===== src/rtl/tube_pkg.sv =====
// Shared seven-segment code table and BCD decoder for the front-panel display blocks.
// Segment words are in active-high form, bit order g..a.
package tube_pkg;

   localparam logic [6:0] SEG_0     = 7'h3F;
   localparam logic [6:0] SEG_1     = 7'h06;
   localparam logic [6:0] SEG_2     = 7'h5B;
   localparam logic [6:0] SEG_3     = 7'h4F;
   localparam logic [6:0] SEG_4     = 7'h66;
   localparam logic [6:0] SEG_5     = 7'h6D;
   localparam logic [6:0] SEG_6     = 7'h7D;
   localparam logic [6:0] SEG_7     = 7'h07;
   localparam logic [6:0] SEG_8     = 7'h7F;
   localparam logic [6:0] SEG_9     = 7'h6F;
   localparam logic [6:0] SEG_BLANK = 7'h00;

   // Codes 10-15 are not digits and render dark.
   function automatic logic [6:0] bcd_to_seg(input logic [3:0] i_code);
      logic [6:0] r;
      case (i_code)
         4'd0:    r = SEG_0;
         4'd1:    r = SEG_1;
         4'd2:    r = SEG_2;
         4'd3:    r = SEG_3;
         4'd4:    r = SEG_4;
         4'd5:    r = SEG_5;
         4'd6:    r = SEG_6;
         4'd7:    r = SEG_7;
         4'd8:    r = SEG_8;
         4'd9:    r = SEG_9;
         default: r = SEG_BLANK;
      endcase
      return r;
   endfunction

endpackage


===== src/rtl/tube_scan_driver_if.sv =====
// Bundle between the fare/distance formatter (master) and the scan driver (slave).
interface tube_scan_driver_if #(
   parameter int DIGITS = 4
);
   logic                  enable;
   logic [4*DIGITS-1:0]   digits_in;
   logic [DIGITS-1:0]     dp_in;
   logic                  load;
   logic [7:0]            seg_out;
   logic [DIGITS-1:0]     sel_out;
   logic                  frame_done;

   modport master (
      output enable, digits_in, dp_in, load,
      input  seg_out, sel_out, frame_done
   );

   modport slave (
      input  enable, digits_in, dp_in, load,
      output seg_out, sel_out, frame_done
   );
endinterface


===== src/rtl/tube_scan_driver_seg7_encode.sv =====
// Combinational seven-segment encoder: BCD code, dp, blank request and polarity to a pin word.
module seg7_encode
   import tube_pkg::*;
(
   input  logic [3:0] i_code,
   input  logic       i_dp,
   input  logic       i_blank,
   input  logic       i_active_high,
   output logic [7:0] o_seg
);

   logic [7:0] w_raw;

   // Blanking only clears the digit segments; the decimal point survives.
   always_comb begin
      w_raw = 8'h00;
      if (i_blank) begin
         w_raw = {i_dp, SEG_BLANK};
      end else begin
         w_raw = {i_dp, bcd_to_seg(i_code)};
      end
      if (i_active_high) begin
         o_seg = w_raw;
      end else begin
         o_seg = ~w_raw;
      end
   end

endmodule


===== src/rtl/tube_scan_driver.sv =====
// Multiplexed seven-segment scan driver with double-buffered digit loading,
// leading-zero suppression and anti-ghost blanking at the start of every dwell.
module tube_scan_driver
   import tube_pkg::*;
#(
   parameter int DIGITS          = 4,
   parameter int SCAN_DIV        = 50000,
   parameter int BLANK_CYCLES    = 2,
   parameter int SEG_ACTIVE_HIGH = 1,
   parameter int SEL_ACTIVE_HIGH = 0,
   parameter int BLANK_LEADING   = 1
) (
   input  logic                clk,
   input  logic                rst_n,
   tube_scan_driver_if.slave   bus
);

   localparam int CNT_W = $clog2(SCAN_DIV);
   localparam int IDX_W = (DIGITS > 1) ? $clog2(DIGITS) : 1;
   localparam logic [7:0]        SEG_OFF = (SEG_ACTIVE_HIGH != 0) ? {1'b0, SEG_BLANK} : ~{1'b0, SEG_BLANK};
   localparam logic [DIGITS-1:0] SEL_OFF = (SEL_ACTIVE_HIGH != 0) ? {DIGITS{1'b0}} : {DIGITS{1'b1}};

   logic [CNT_W-1:0]        r_scan_cnt;
   logic [IDX_W-1:0]        r_idx;
   logic [DIGITS-1:0][3:0]  r_staging;
   logic [DIGITS-1:0]       r_staging_dp;
   logic [DIGITS-1:0][3:0]  r_shadow;
   logic [DIGITS-1:0]       r_shadow_dp;
   logic                    r_pending;
   logic [7:0]              r_seg;
   logic [DIGITS-1:0]       r_sel;
   logic                    r_wrap_q;
   logic                    r_frame_done;

   logic                    w_last_cnt;
   logic                    w_last_idx;
   logic                    w_wrap;
   logic                    w_xfer;
   logic [DIGITS-1:0]       w_lz;
   logic                    w_zero_above;
   logic [DIGITS-1:0]       w_sel_onehot;
   logic [7:0]              w_seg;

   assign w_last_cnt = (r_scan_cnt == CNT_W'(SCAN_DIV - 1));
   assign w_last_idx = (r_idx == IDX_W'(DIGITS - 1));
   assign w_wrap     = bus.enable & w_last_cnt & w_last_idx;
   // While dark there is no frame to tear, so the shadow may update on any edge.
   assign w_xfer     = r_pending & (~bus.enable | w_wrap);

   // Leading-zero mask: walk down from the top digit while every digit seen so far is zero.
   always_comb begin
      w_lz         = {DIGITS{1'b0}};
      w_zero_above = 1'b1;
      for (int i = DIGITS - 1; i >= 0; i--) begin
         w_zero_above = w_zero_above & (r_shadow[i] == 4'd0);
         if ((i > 0) && (BLANK_LEADING != 0)) begin
            w_lz[i] = w_zero_above;
         end else begin
            w_lz[i] = 1'b0;
         end
      end
   end

   // Select for the current digit, held off during the anti-ghost window.
   always_comb begin
      w_sel_onehot = {DIGITS{1'b0}};
      if (r_scan_cnt >= CNT_W'(BLANK_CYCLES)) begin
         w_sel_onehot[r_idx] = 1'b1;
      end else begin
         w_sel_onehot = {DIGITS{1'b0}};
      end
   end

   seg7_encode u_encode (
      .i_code        (r_shadow[r_idx]),
      .i_dp          (r_shadow_dp[r_idx]),
      .i_blank       (w_lz[r_idx]),
      .i_active_high (SEG_ACTIVE_HIGH != 0),
      .o_seg         (w_seg)
   );

   // Dwell counter and digit index.
   always_ff @(posedge clk or negedge rst_n) begin
      if (!rst_n) begin
         r_scan_cnt <= {CNT_W{1'b0}};
         r_idx      <= {IDX_W{1'b0}};
      end else if (!bus.enable) begin
         r_scan_cnt <= {CNT_W{1'b0}};
         r_idx      <= {IDX_W{1'b0}};
      end else if (w_last_cnt) begin
         r_scan_cnt <= {CNT_W{1'b0}};
         r_idx      <= w_last_idx ? {IDX_W{1'b0}} : r_idx + IDX_W'(1);
      end else begin
         r_scan_cnt <= r_scan_cnt + CNT_W'(1);
      end
   end

   // Staging/shadow double buffer; a load coinciding with a transfer keeps pending set.
   always_ff @(posedge clk or negedge rst_n) begin
      if (!rst_n) begin
         r_staging    <= '0;
         r_staging_dp <= {DIGITS{1'b0}};
         r_shadow     <= '0;
         r_shadow_dp  <= {DIGITS{1'b0}};
         r_pending    <= 1'b0;
      end else begin
         if (w_xfer) begin
            r_shadow    <= r_staging;
            r_shadow_dp <= r_staging_dp;
         end
         if (bus.load) begin
            r_staging    <= bus.digits_in;
            r_staging_dp <= bus.dp_in;
            r_pending    <= 1'b1;
         end else if (w_xfer) begin
            r_pending <= 1'b0;
         end
      end
   end

   // Registered pins; frame_done is delayed twice so it lands with digit 0's first output.
   always_ff @(posedge clk or negedge rst_n) begin
      if (!rst_n) begin
         r_seg        <= SEG_OFF;
         r_sel        <= SEL_OFF;
         r_wrap_q     <= 1'b0;
         r_frame_done <= 1'b0;
      end else if (!bus.enable) begin
         r_seg        <= SEG_OFF;
         r_sel        <= SEL_OFF;
         r_wrap_q     <= 1'b0;
         r_frame_done <= 1'b0;
      end else begin
         r_seg        <= w_seg;
         r_sel        <= (SEL_ACTIVE_HIGH != 0) ? w_sel_onehot : ~w_sel_onehot;
         r_wrap_q     <= w_wrap;
         r_frame_done <= r_wrap_q;
      end
   end

   assign bus.seg_out    = r_seg;
   assign bus.sel_out    = r_sel;
   assign bus.frame_done = r_frame_done;

endmodule


===== src/flat_wrapper.sv =====
// flat-port wrapper written by rule: the top's interface ports become plain ports
module tube_scan_driver_flat import tube_pkg::*;
#(
   parameter int DIGITS          = 4,
   parameter int SCAN_DIV        = 50000,
   parameter int BLANK_CYCLES    = 2,
   parameter int SEG_ACTIVE_HIGH = 1,
   parameter int SEL_ACTIVE_HIGH = 0,
   parameter int BLANK_LEADING   = 1
)
  (clk, rst_n, bus_enable, bus_digits_in, bus_dp_in, bus_load, bus_seg_out, bus_sel_out, bus_frame_done);
  tube_scan_driver_if #(.DIGITS(DIGITS)) bus_i ();
  input  logic clk;
  input  logic rst_n;
  input wire logic [$bits(bus_i.enable)-1:0] bus_enable;
  input wire logic [$bits(bus_i.digits_in)-1:0] bus_digits_in;
  input wire logic [$bits(bus_i.dp_in)-1:0] bus_dp_in;
  input wire logic [$bits(bus_i.load)-1:0] bus_load;
  output wire logic [$bits(bus_i.seg_out)-1:0] bus_seg_out;
  output wire logic [$bits(bus_i.sel_out)-1:0] bus_sel_out;
  output wire logic [$bits(bus_i.frame_done)-1:0] bus_frame_done;
  assign bus_i.enable = bus_enable;
  assign bus_i.digits_in = bus_digits_in;
  assign bus_i.dp_in = bus_dp_in;
  assign bus_i.load = bus_load;
  assign bus_seg_out = bus_i.seg_out;
  assign bus_sel_out = bus_i.sel_out;
  assign bus_frame_done = bus_i.frame_done;
  tube_scan_driver #(.DIGITS(DIGITS), .SCAN_DIV(SCAN_DIV), .BLANK_CYCLES(BLANK_CYCLES), .SEG_ACTIVE_HIGH(SEG_ACTIVE_HIGH), .SEL_ACTIVE_HIGH(SEL_ACTIVE_HIGH), .BLANK_LEADING(BLANK_LEADING)) u_core (.clk(clk), .rst_n(rst_n), .bus(bus_i));
endmodule

===== config.mk =====
export PLATFORM = sky130hd
export DESIGN_NAME = tube_scan_driver_flat
export DESIGN_NICKNAME = d
export VERILOG_FILES = /design/src/rtl/tube_pkg.sv /design/src/rtl/tube_scan_driver_if.sv /design/src/rtl/tube_scan_driver_seg7_encode.sv /design/src/rtl/tube_scan_driver.sv /design/src/flat_wrapper.sv
export SDC_FILE = /design/constraint.sdc
export NUM_CORES = 1
export LEC_CHECK = 0
export CORE_UTILIZATION = 39
export CTS_BUF_LIST = sky130_fd_sc_hd__clkbuf_4 sky130_fd_sc_hd__clkbuf_8
export DETAILED_ROUTE_END_ITERATION = 8
export PLACE_DENSITY = 0.58
export REMOVE_ABC_BUFFERS = 1
export SLEW_MARGIN = 20
export SYNTH_ARGS = -nofsm -noshare
export SYNTH_HDL_FRONTEND = slang
export SYNTH_SLANG_ARGS = --single-unit

===== constraint.sdc =====
create_clock -name clk -period 2.35 [get_ports clk]
set_input_delay 0.47 -clock clk [delete_from_list [all_inputs] [get_ports clk]]
set_output_delay 0.47 -clock clk [all_outputs]
set_load 0.02 [all_outputs]

==> results.txt, run 1 <==
----------------------------------------------------
[Outcome]
  Outcome ... complete, no violations

[Die]
  Die Height ... 100.1 µm
  Initial standard-cell utilization of the core ... 0.4039
  DIE AREA ... 10010 µm²
  Io pins ... 37
  Die Span X ... 100.1 µm
  Number of cell rows ... 35
  Core area ... 9284 µm²

[Place]
  # placed instances ... 503
  Weighted congestion reported at the end of routability-driven placement ... 0.8515
  # port buffers ... 36
  HPWL after detailed placement ... 5752 µm

[GRT]
  Global route overflow ... 0
  GRT Total Usage ... 0.1797
  Largest net degree at the start of global routing ... 42
  Vias in the first global route ... 2643
  Initial antenna violation count ... 0
  Wire length of the first global-routing pass ... 13930 µm

[Logic synthesis]
  Most area-hungry cell type in the Yosys netlist ... dfrtp_1
  Average cell area after synthesis ... around 11 µm²
  Most numerous cell in the Yosys netlist ... dfrtp_1
  Leading cell types by count after synthesis ... 69 x dfrtp_1, 28 x nand3_1, 27 x a21oi_1
  Number of unique standard cell types used by synthesis ... 41
  Number of warnings issued by yosys ... 0
  Sequential-to-total area share from yosys stat ... 0.4885
  Share of the synthesized area in the top cell type ... 0.4605
  Post-synth ARST share ... 1.000
  Yosys reg bits ... 73
  Synthesized instance count ... 351
  Post-Syn Area ... 3750 µm²
  Biggest area contributors in the synthesized netlist ... dfrtp_1 46%, mux2_2 6.0%, nand4_1 4.3%
  EDFF count, synth ... 0
  Main flop type after synthesis ... dfrtp_1

[Detailed routing]
  Routed wire length ... around 8300 µm
  Per-cell via count in the routed design ... about 5.4
  Antenna-violating nets left ... 0
  Total via count in the routed design ... around 2.8k
  First-pass detailed-route iteration total ... 4
  Wire length per cell after detailed routing ... 16.04 µm
  Drc violations ... 0
  Initial DRC Count ... 144

[Pwr]
  Overall power of the completed layout ... 3.070 mW
  Logic gate share of total power ... 0.166
  Worst voltage drop across the vdd grid ... 0.3416 mV
  Switching Power ... 0.8177 mW
  Cell-internal power ... about 2.3 mW
  Fraction of power consumed by the clock network ... 0.345
  Register share of total power ... 0.489
  Switching power as a share of total power ... 0.2664
  Power density of the placed cells ... about 690 nW/µm²
  Static leakage ... 1.802 nW

[Clock tree]
  Buffer type at the clock tree root ... clkbuf_8
  Quantity of gates resized following cts ... 0
  Number of CTS-inserted buffers ... 9
  Number of clock sinks seen by CTS ... 73
  Buffer count from post-CTS setup fixing ... 0
  Clock tree from TritonCTS ... built
  Clock Latency Late Sink ... approximately 0.34 ns
  Max clock buf depth ... 2
  CTS HTree Levels ... 3
  Worst-path clk slew ... 0.08 ns
  Post-cts hold buffer count ... 0

[Setup path]
  Nature of the critical path startpoint ... flop
  Crit path to ... u_core.r_shadow[10]
  Kind of capture point of the worst setup path ... flop
  Critical path peak fanout ... 15
  Critical path's largest stage delay ... 0.57 ns
  Logic depth of the worst register-to-register path ... 6
  Crit path cell chain ... ha_1, nand3_2, or3_1, buf_4, o211ai_1, nand3_1
  Worst R2R Setup Slack ... roughly 0.37 ns
  Worst Path Required ... 2.57 ns
  Cell at the slowest stage of the critical path ... or3_1
  Data arrival time of the critical path ... 2.20 ns
  Launching instance or port of the critical path ... u_core.r_scan_cnt[1]
  Origin of the critical flop-to-flop path ... u_core.r_scan_cnt[1]
  Reg-to-reg critical path endpoint ... u_core.r_shadow[10]
  Kind of critical path ... reg2reg

[Timing]
  Hold violation total from the final report ... 0
  Hold_ws ... between 0.04 and 0.05 ns
  Achievable Freq ... 0.5060 GHz
  Worst clock skew ... about 0.0073 ns
  Unrepaired setup endpoints after global routing ... false
  Remaining max-slew budget at the tightest pin ... 0.6263
  Final setup violating endpoints ... 0
  Min Clock Period, post-route ... 1.976 ns
  Final period util ... 0.8410
  Number of max-slew violations in the final report ... 0
  Worst-Margin Slew ... 0.5555 ns

[Finish]
  Fillcell total ... between 800 and 900
  Finished Layout Cells ... 519
  Layout Nets ... 420
  Antenna diode count ... 0
  Area growth syn-to-layout ... 18.89%
  Layout cell share with drive strength beyond 1 ... 0.1641

[Flow run]
  Maxcap violations ... 0

[Min path]
  Path type of the worst min-delay path ... in2async

----------------------------------------------------
==> worst min-delay path by stage <==
stage,to,cells past startpoint
after global placement,u_core.r_scan_cnt[15],1
after CTS,u_core.r_scan_cnt[11],1
after global routing,u_core.r_scan_cnt[6],1
after detailed placement,u_core.r_scan_cnt[15],1
final,u_core.r_scan_cnt[12],1
after floorplan,u_core.bus.frame_done,0
==> power by group through the flow <==
stage	combinational (mW)	clock (mW)	sequential, mW
floorplan	0.271	0	1.52
global placement	0.503	0	1.52
detailed placement	0.514	0	1.52
CTS	0.516	1.09	1.50
global route	0.569	1.14	1.52
finish	0.510	1.06	1.50
==> flip-flops by register name, indices dropped and copies added, names as in the netlist <==
signal and count:
u_core.r_shadow_dp 4, u_core.bus.frame_done 1, u_core.r_staging 16, u_core.bus.seg_out 8, u_core.r_staging_dp 4, u_core.bus.sel_out 4, u_core.r_shadow 16, u_core.r_pending 1
u_core.r_idx 2, u_core.r_scan_cnt 16, u_core.r_wrap_q 1
==> layer usage <==
metal,vias up,global-route usage,wire [µm]
met3,5,0.03621,299
li1,1345,-,-
met5,-,0,0
met2,57,0.2684,3910
met1,1401,0.2580,4048
met4,0,0.06912,65
==> placed cells by master (no fill, tap or decap), types with 2 or more instances in the layout <==
master / n
dfrtp_1: 69
clkdlybuf4s50_1: 35
nand3_1: 28
a21oi_1: 27
nand4_1: 26
nor2b_1: 22
mux2_2: 20
o211ai_1: 19
nor2_1: 17
clkbuf_8: 12
buf_4: 12
ha_1: 11
inv_1: 10
nand2_1: 9
xor2_1: 9
and2_1: 6
o21ai_0: 4
nor4_1: 4
o32ai_1: 4
dfstp_2: 4
or3_1: 3
nor3_1: 3
and3_1: 3
xnor2_1: 3
mux4_2: 3
and4_1: 2
nand3_2: 2
or4_1: 2
mux4_1: 2
o211ai_2: 2
clkbuf_4: 2
==> layout make-up <==
class                           instances  area [µm²]  area share
Inverter                               10       37.54    0.008420
Timing Repair Buffer                   49       465.4      0.1044
Tap cell                              129       161.4     0.03621
Multi-Input combinational cell        242        1747      0.3918
Clock inverter                          2       35.03    0.007859
Sequential cell                        73        1832      0.4109
Clock buffer                           14       180.2     0.04042
==> per-stage QoR <==
stage	util	cell area, µm²	setup TNS [ns]	setup slack (ns)
5_1_grt	0.4802	4458	0	0.1754
6_report	0.4802	4458	0	0.3736
2_1_floorplan	-	3611	-0.02947	-0.02947
4_1_cts	0.4802	4458	0	0.3706
3_5_place_dp	0.4570	4243	0	0.3882
3_3_place_gp	0.4570	4243	0	0.3931
==> logic make-up (layout without fill, tap and decap cells) <==
family                     count (synthesis)  after routing  share of synthesized area
buffers and inverters                     36             75                    0.04705
and+or+nand+nor                          132            132                     0.1979
muxes                                     25             25                    0.09209
DFF                                       73             73                     0.4885
adders and majority gates                 11             11                    0.03670
AOI/OAI and AO/OA                         62             62                     0.1098
xor gates and xnor gates                  12             12                    0.02803
==> worst max-delay path: cells and delay by family, from the launching register on <==
family	cells	cell delay [ns]
buf+inv	1	0.28
fa+ha+maj	1	0.22
simple gates	3	0.77
flops	1	0.39
compound gates	1	0.19
Note: power is estimated with default switching activity, not from simulation.
==> run 2, diff against run 1 <==
==> constraint.sdc (replaced) <==
create_clock -name clk -period 1.9 [get_ports clk]
set_input_delay 0.38 -clock clk [delete_from_list [all_inputs] [get_ports clk]]
set_output_delay 0.38 -clock clk [all_outputs]
set_load 0.02 [all_outputs]
==> run 2 against run 1 <==
Critical path depth down 5; total power is 23% higher; sequential share of layout area decreased by 1.2 points; largest power group unchanged; design area grew 3.1%; routed wire length increased by 0.89%; non-clock buffer count up 15; critical path type is now reg2out.
==> results.txt, run 2 (synthesis results as in run 1) <==
----------------------------------------------------
[Setup path]
  Kind of critical path ... reg2out
  Nature of the critical path startpoint ... flop
  Crit path buffers/inverters ... 1
  Logic depth of the worst register-to-register path ... 4
  Reg-to-reg critical path endpoint ... u_core.bus.seg_out[0]
  Dominant delay contributor by cell family on the critical path ... buffers and inverters
  Cell at the slowest stage of the critical path ... clkdlybuf4s50_1
  Worst Path Required ... 1.52 ns
  Kind of capture point of the worst setup path ... primary output
  Crit path cell chain ... clkdlybuf4s50_1
  Critical path peak fanout ... 1
  Data arrival time of the critical path ... 1.47 ns
  Worst R2R Setup Slack ... 0.11 ns
  Origin of the critical flop-to-flop path ... u_core.r_idx[0]
  Critical path's largest stage delay ... 0.60 ns

[Pwr]
  Worst voltage drop across the vdd grid ... 0.3364 mV
  Fraction of power consumed by the clock network ... 0.335
  Switching Power ... between 1 and 1.5 mW
  Overall power of the completed layout ... 3.770 mW
  Static leakage ... 1.876 nW
  Register share of total power ... 0.490
  Switching power as a share of total power ... 0.2719
  Power density of the placed cells ... 819.9 nW/µm²
  Logic gate share of total power ... 0.174
  Cell-internal power ... 2.745 mW

[Finish]
  Area growth syn-to-layout ... 22.62%
  Most common library cell in the layout ignoring fill and taps ... dfrtp_1
  Layout Nets ... around 440
  Most frequent cells in the layout ... 67 x dfrtp_1, 35 x clkdlybuf4s50_1, 28 x nand3_1
  Layout cell share with drive strength beyond 1 ... 0.2099
  Antenna diode count ... 0
  Registers with the most flip-flops ... u_core.r_scan_cnt: 16 flops, u_core.r_shadow: 16 flops, u_core.r_staging: 16 flops
  Finished Layout Cells ... between 500 and 600

[Clock tree]
  Clock tree from TritonCTS ... built
  Number of clock sinks seen by CTS ... 73
  Post-cts hold buffer count ... 0
  Max clock buf depth ... 2
  Worst-path clk slew ... roughly 0.08 ns
  Clock Latency Late Sink ... 0.36 ns
  CTS HTree Levels ... 3
  Buffer type at the clock tree root ... clkbuf_8
  Number of CTS-inserted buffers ... 9

[Die]
  Initial standard-cell utilization of the core ... 0.4039
  Number of cell rows ... 35
  Die Height ... 100.1 µm
  Io pins ... 37
  DIE AREA ... about 10000 µm²
  Core area ... 9284 µm²
  Die Span X ... between 100 and 150 µm

[GRT]
  Largest net degree at the start of global routing ... 47
  Wire length of the first global-routing pass ... 14430 µm
  Initial antenna violation count ... 0
  Vias in the first global route ... 2898
  GRT Total Usage ... 0.1875
  Global route overflow ... 0

[Timing]
  Min Clock Period, post-route ... ~1.8 ns
  Worst-Margin Slew ... approximately 0.6 ns
  Hold_ws ... 0.02996 ns
  Hold violation total from the final report ... 0
  Remaining max-slew budget at the tightest pin ... 0.6092
  Final period util ... 0.9725
  Worst clock skew ... slightly above 0.009 ns
  Number of max-slew violations in the final report ... 0
  Achievable Freq ... 0.5412 GHz
  Final setup violating endpoints ... 0
  Unrepaired setup endpoints after global routing ... false
  Setup tns final ... 0 ns
  Final worst setup slack ... 0.05234 ns

[Detailed routing]
  Drc violations ... 0
  Initial DRC Count ... about 140
  Total via count in the routed design ... 2879
  Wire length per cell after detailed routing ... 15.73 µm
  Per-cell via count in the routed design ... 5.391
  First-pass detailed-route iteration total ... 4
  Routed wire length ... 8399 µm
  Antenna-violating nets left ... 0

[Place]
  Weighted congestion reported at the end of routability-driven placement ... 0.8679
  HPWL after detailed placement ... 5601 µm
  Worst slack at placement ... -0.02149 ns
  # placed instances ... 514
  # port buffers ... 36

[Flow run]
  Maxcap violations ... 0

[Min path]
  Path type of the worst min-delay path ... in2async

[Outcome]
  Outcome ... complete, no violations

----------------------------------------------------
run 2: changes by cell type in the layout (fill, tap and decap cells not counted), sizes merged:
cell and delta:
clkbuf -1, clkinv +1, buf +15
run 2: worst max path at each step:
stage	slack (ns)	startpoint	cells after the start	end
5_1_grt	0.007	u_core.bus.sel_out[0]	1	bus_sel_out[0]
3_5_place_dp	-0.02	u_core.r_idx[0]	5	u_core.bus.seg_out[5]
4_1_cts	0.02	u_core.r_scan_cnt[1]	6	u_core.r_shadow[2]
2_1_floorplan	-0.48	u_core.r_scan_cnt[0]	5	u_core.r_pending
3_3_place_gp	-0.02	u_core.r_idx[0]	5	u_core.bus.seg_out[5]
6_report	0.05	u_core.bus.sel_out[0]	1	bus_sel_out[0]
run 2: power groups by stage:
stage	logic [mW]	clock network (mW)	registers (mW)
5_1_grt	0.733	1.36	1.87
4_1_cts	0.648	1.29	1.85
6_report	0.657	1.26	1.85
2_1_floorplan	0.335	0	1.89
3_3_place_gp	0.630	0	1.87
3_5_place_dp	0.644	0	1.87
run 2: final cells by class:
type | instances | area (µm²)
clock inverters | 3 | 40.04
clock buffers | 13 | 160.2
repair buffers | 64 | 606.8
inverters | 10 | 37.54
multi-input cells | 242 | 1758
flip-flops and latches | 73 | 1834
well taps | 129 | 161.4
fillers | 851 | 4686
run 2: what timing repair did:
action	in CTS	in global routing
gates cloned	0	0
setup endpoints to repair	4	20
setup buffers	0	4
resized for setup	1	6
pin swaps	0	0
endpoints found under the hold margin	0	0
run 2: per-layer routing:
metal	GRT usage	up-vias	wire length (µm)	share of wire
met5	0	-	0	0
met4	0.09030	0	172	0.020
met3	0.04109	12	278	0.033
met2	0.2939	65	3964	0.47
met1	0.2475	1423	3983	0.47
li1	-	1379	-	-
run 2: stage by stage:
| step | area, µm² | utilization |
|---|---|---|
| finish | 4598 | 0.4953 |
| detailed placement | 4350 | 0.4686 |
| global route | 4598 | 0.4953 |
| global placement | 4350 | 0.4686 |
| CTS | 4552 | 0.4903 |
| floorplan | 3611 | - |
==> run 3, diff against run 2 <==
--- a/config.mk
+++ b/config.mk
@@ -5,10 +5,10 @@
 export SDC_FILE = /design/constraint.sdc
 export NUM_CORES = 1
 export LEC_CHECK = 0
-export CORE_UTILIZATION = 39
+export CORE_UTILIZATION = 40
 export CTS_BUF_LIST = sky130_fd_sc_hd__clkbuf_4 sky130_fd_sc_hd__clkbuf_8
 export DETAILED_ROUTE_END_ITERATION = 8
-export PLACE_DENSITY = 0.58
+export PLACE_DENSITY = 0.59
 export REMOVE_ABC_BUFFERS = 1
 export SLEW_MARGIN = 20
 export SYNTH_ARGS = -nofsm -noshare
==> run 3 against run 2 <==
Worst setup slack got worse by 0.0024 ns; cell count decreased by 5.1%; register-to-register slack improved by 0.03 ns; combinational power decreased by 3%; total power decreased by 1.2%; sequential power about the same; global-route usage decreased by 0.75 points; clock power about the same; critical path depth unchanged; sequential cell count unchanged; design area decreased by 0.90%; first-iteration DRC count increased by 18%; critical path type unchanged; largest cell class unchanged; highest routed layer unchanged.
==> results.txt, run 3 (synthesis results as in run 1) <==
----------------------------------------------------
[Place]
  # placed instances ... roughly 490
  Worst slack at placement ... 0.05379 ns
  Weighted congestion reported at the end of routability-driven placement ... 0.8366
  HPWL after detailed placement ... 5366 µm
  # port buffers ... 36

[Clock tree]
  Quantity of gates resized following cts ... 0
  CTS HTree Levels ... 3
  Post-cts hold buffer count ... 0
  Buffer count from post-CTS setup fixing ... 0
  Clock tree from TritonCTS ... built
  Worst-path clk slew ... about 0.080 ns
  Max clock buf depth ... 2
  Number of clock sinks seen by CTS ... 73
  Number of CTS-inserted buffers ... 9
  Buffer type at the clock tree root ... clkbuf_8
  Clock Latency Late Sink ... 0.36 ns

[Die]
  Core area ... 8891 µm²
  Die Span X ... 98.82 µm
  DIE AREA ... 9765 µm²
  Number of cell rows ... 34
  Io pins ... 37
  Die Height ... 98.82 µm
  Initial standard-cell utilization of the core ... 0.4218

[Detailed routing]
  First-pass detailed-route iteration total ... 4
  Antenna-violating nets left ... 0
  Wire length per cell after detailed routing ... 16.49 µm
  Initial DRC Count ... 163
  Routed wire length ... 8361 µm
  Total via count in the routed design ... 2900
  Drc violations ... 0
  Per-cell via count in the routed design ... 5.720

[Finish]
  Antenna diode count ... 0
  Layout cell share with drive strength beyond 1 ... 0.1905
  Finished Layout Cells ... 507
  Registers with the most flip-flops ... u_core.r_scan_cnt: 16 flops, u_core.r_shadow: 16 flops, u_core.r_staging: 16 flops
  Area growth syn-to-layout ... 21.52%
  Most common library cell in the layout ignoring fill and taps ... dfrtp_1
  Post-layout util ... 0.5125
  Most frequent cells in the layout ... 68 x dfrtp_1, 35 x clkdlybuf4s50_1, 28 x nand3_1
  Fillcell total ... 788
  Layout Nets ... between 400 and 500

[Setup path]
  Kind of critical path ... reg2out
  Nature of the critical path startpoint ... flop
  Data arrival time of the critical path ... between 1 and 1.5 ns
  Crit path buffers/inverters ... 1
  Worst Path Required ... ~1.5 ns
  Kind of capture point of the worst setup path ... primary output
  Crit path cell chain ... clkdlybuf4s50_1
  Cell at the slowest stage of the critical path ... clkdlybuf4s50_1
  Critical path's largest stage delay ... 0.60 ns
  Worst R2R Setup Slack ... 0.14 ns
  Critical path peak fanout ... 1
  Dominant delay contributor by cell family on the critical path ... buffers and inverters

[Pwr]
  Logic gate share of total power ... 0.172
  Power density of the placed cells ... 817.2 nW/µm²
  Worst voltage drop across the vdd grid ... about 0.29 mV
  Switching Power ... between 1 and 1.5 mW
  Switching power as a share of total power ... 0.2795
  Register share of total power ... 0.497
  Static leakage ... 1.859 nW
  Fraction of power consumed by the clock network ... 0.331
  Cell-internal power ... 2.683 mW

[GRT]
  Largest net degree at the start of global routing ... 74
  Initial antenna violation count ... 0
  Wire length of the first global-routing pass ... roughly 14000 µm
  GRT Total Usage ... 0.1799
  Global route overflow ... 0
  Vias in the first global route ... roughly 2.7k

[Timing]
  Final worst setup slack ... between 0.04 and 0.05 ns
  Unrepaired setup endpoints after global routing ... false
  Remaining max-slew budget at the tightest pin ... 0.7222
  Achievable Freq ... approximately 0.54 GHz
  Worst clock skew ... 0.01002 ns
  Final period util ... 0.9737
  Hold violation total from the final report ... 0
  Number of max-slew violations in the final report ... 0
  Min Clock Period, post-route ... 1.850 ns
  Setup tns final ... 0 ns
  Final setup violating endpoints ... 0
  Worst-Margin Slew ... 0.4167 ns

[Outcome]
  Outcome ... complete, no violations

[Flow run]
  Maxcap violations ... 0

[Min path]
  Path type of the worst min-delay path ... in2async

----------------------------------------------------
[run 3: stage by stage]
step / area, µm² / hold slack (ns) / power [mW]
2_1_floorplan: 3611 / 0.08441 / 2.220
3_3_place_gp: 4359 / 0.4436 / 2.498
3_5_place_dp: 4359 / 0.4457 / 2.517
4_1_cts: 4554 / 0.06049 / 3.753
5_1_grt: 4557 / 0.09275 / 3.897
6_report: 4557 / 0.04456 / 3.724
[run 3: path summary, 6_finish.rpt]
kind,from,endpoint,depth (start not counted)
worst max-delay path,u_core.bus.sel_out[3],bus_sel_out[3],1
worst min-delay path,rst_n,u_core.r_scan_cnt[14],2
worst max register to register,u_core.r_idx[0],u_core.bus.seg_out[5],5
worst min register to register,u_core.r_wrap_q,u_core.bus.frame_done,1
max in group asynchronous,rst_n,u_core.r_idx[0],2
min in group clk,u_core.r_wrap_q,u_core.bus.frame_done,1
[run 3: layer usage]
layer	up-vias	track usage	wire length [µm]
met2	62	0.2808	3884
li1	1374	-	-
met3	13	0.02624	324
met1	1451	0.2475	4026
met4	0	0.08496	125
met5	-	0	0
[run 3: power by group through the flow]
stage | Sequential (mW) | Combinational (mW) | Clock [mW]
final | 1.85 | 0.640 | 1.23
after global routing | 1.87 | 0.703 | 1.32
after CTS | 1.84 | 0.645 | 1.26
after detailed placement | 1.87 | 0.643 | 0
after global placement | 1.87 | 0.630 | 0
after floorplan | 1.89 | 0.335 | 0
[run 3: final cells by class]
cell class	count	area, µm²	share of cell area
tap	108	135.1	0.02965
inverter	10	37.54	0.008237
multi-input combinational	242	1748	0.3836
sequential	73	1833	0.4023
clock inverter	6	57.56	0.01263
timing repair buffer	58	608.1	0.1334
clock buffer	10	137.6	0.03020
[run 3: worst register-to-register path: cells and delay by family, from the launching register on]
kind                     cells  cell delay (ns)
AO/OA/AOI/OAI                1             0.26
adder cells (fa/ha/maj)      1             0.17
buffers and inverters        1             0.14
flip-flops                   1             0.44
multiplexers                 1             0.60
AND/OR/NAND/NOR              1             0.05
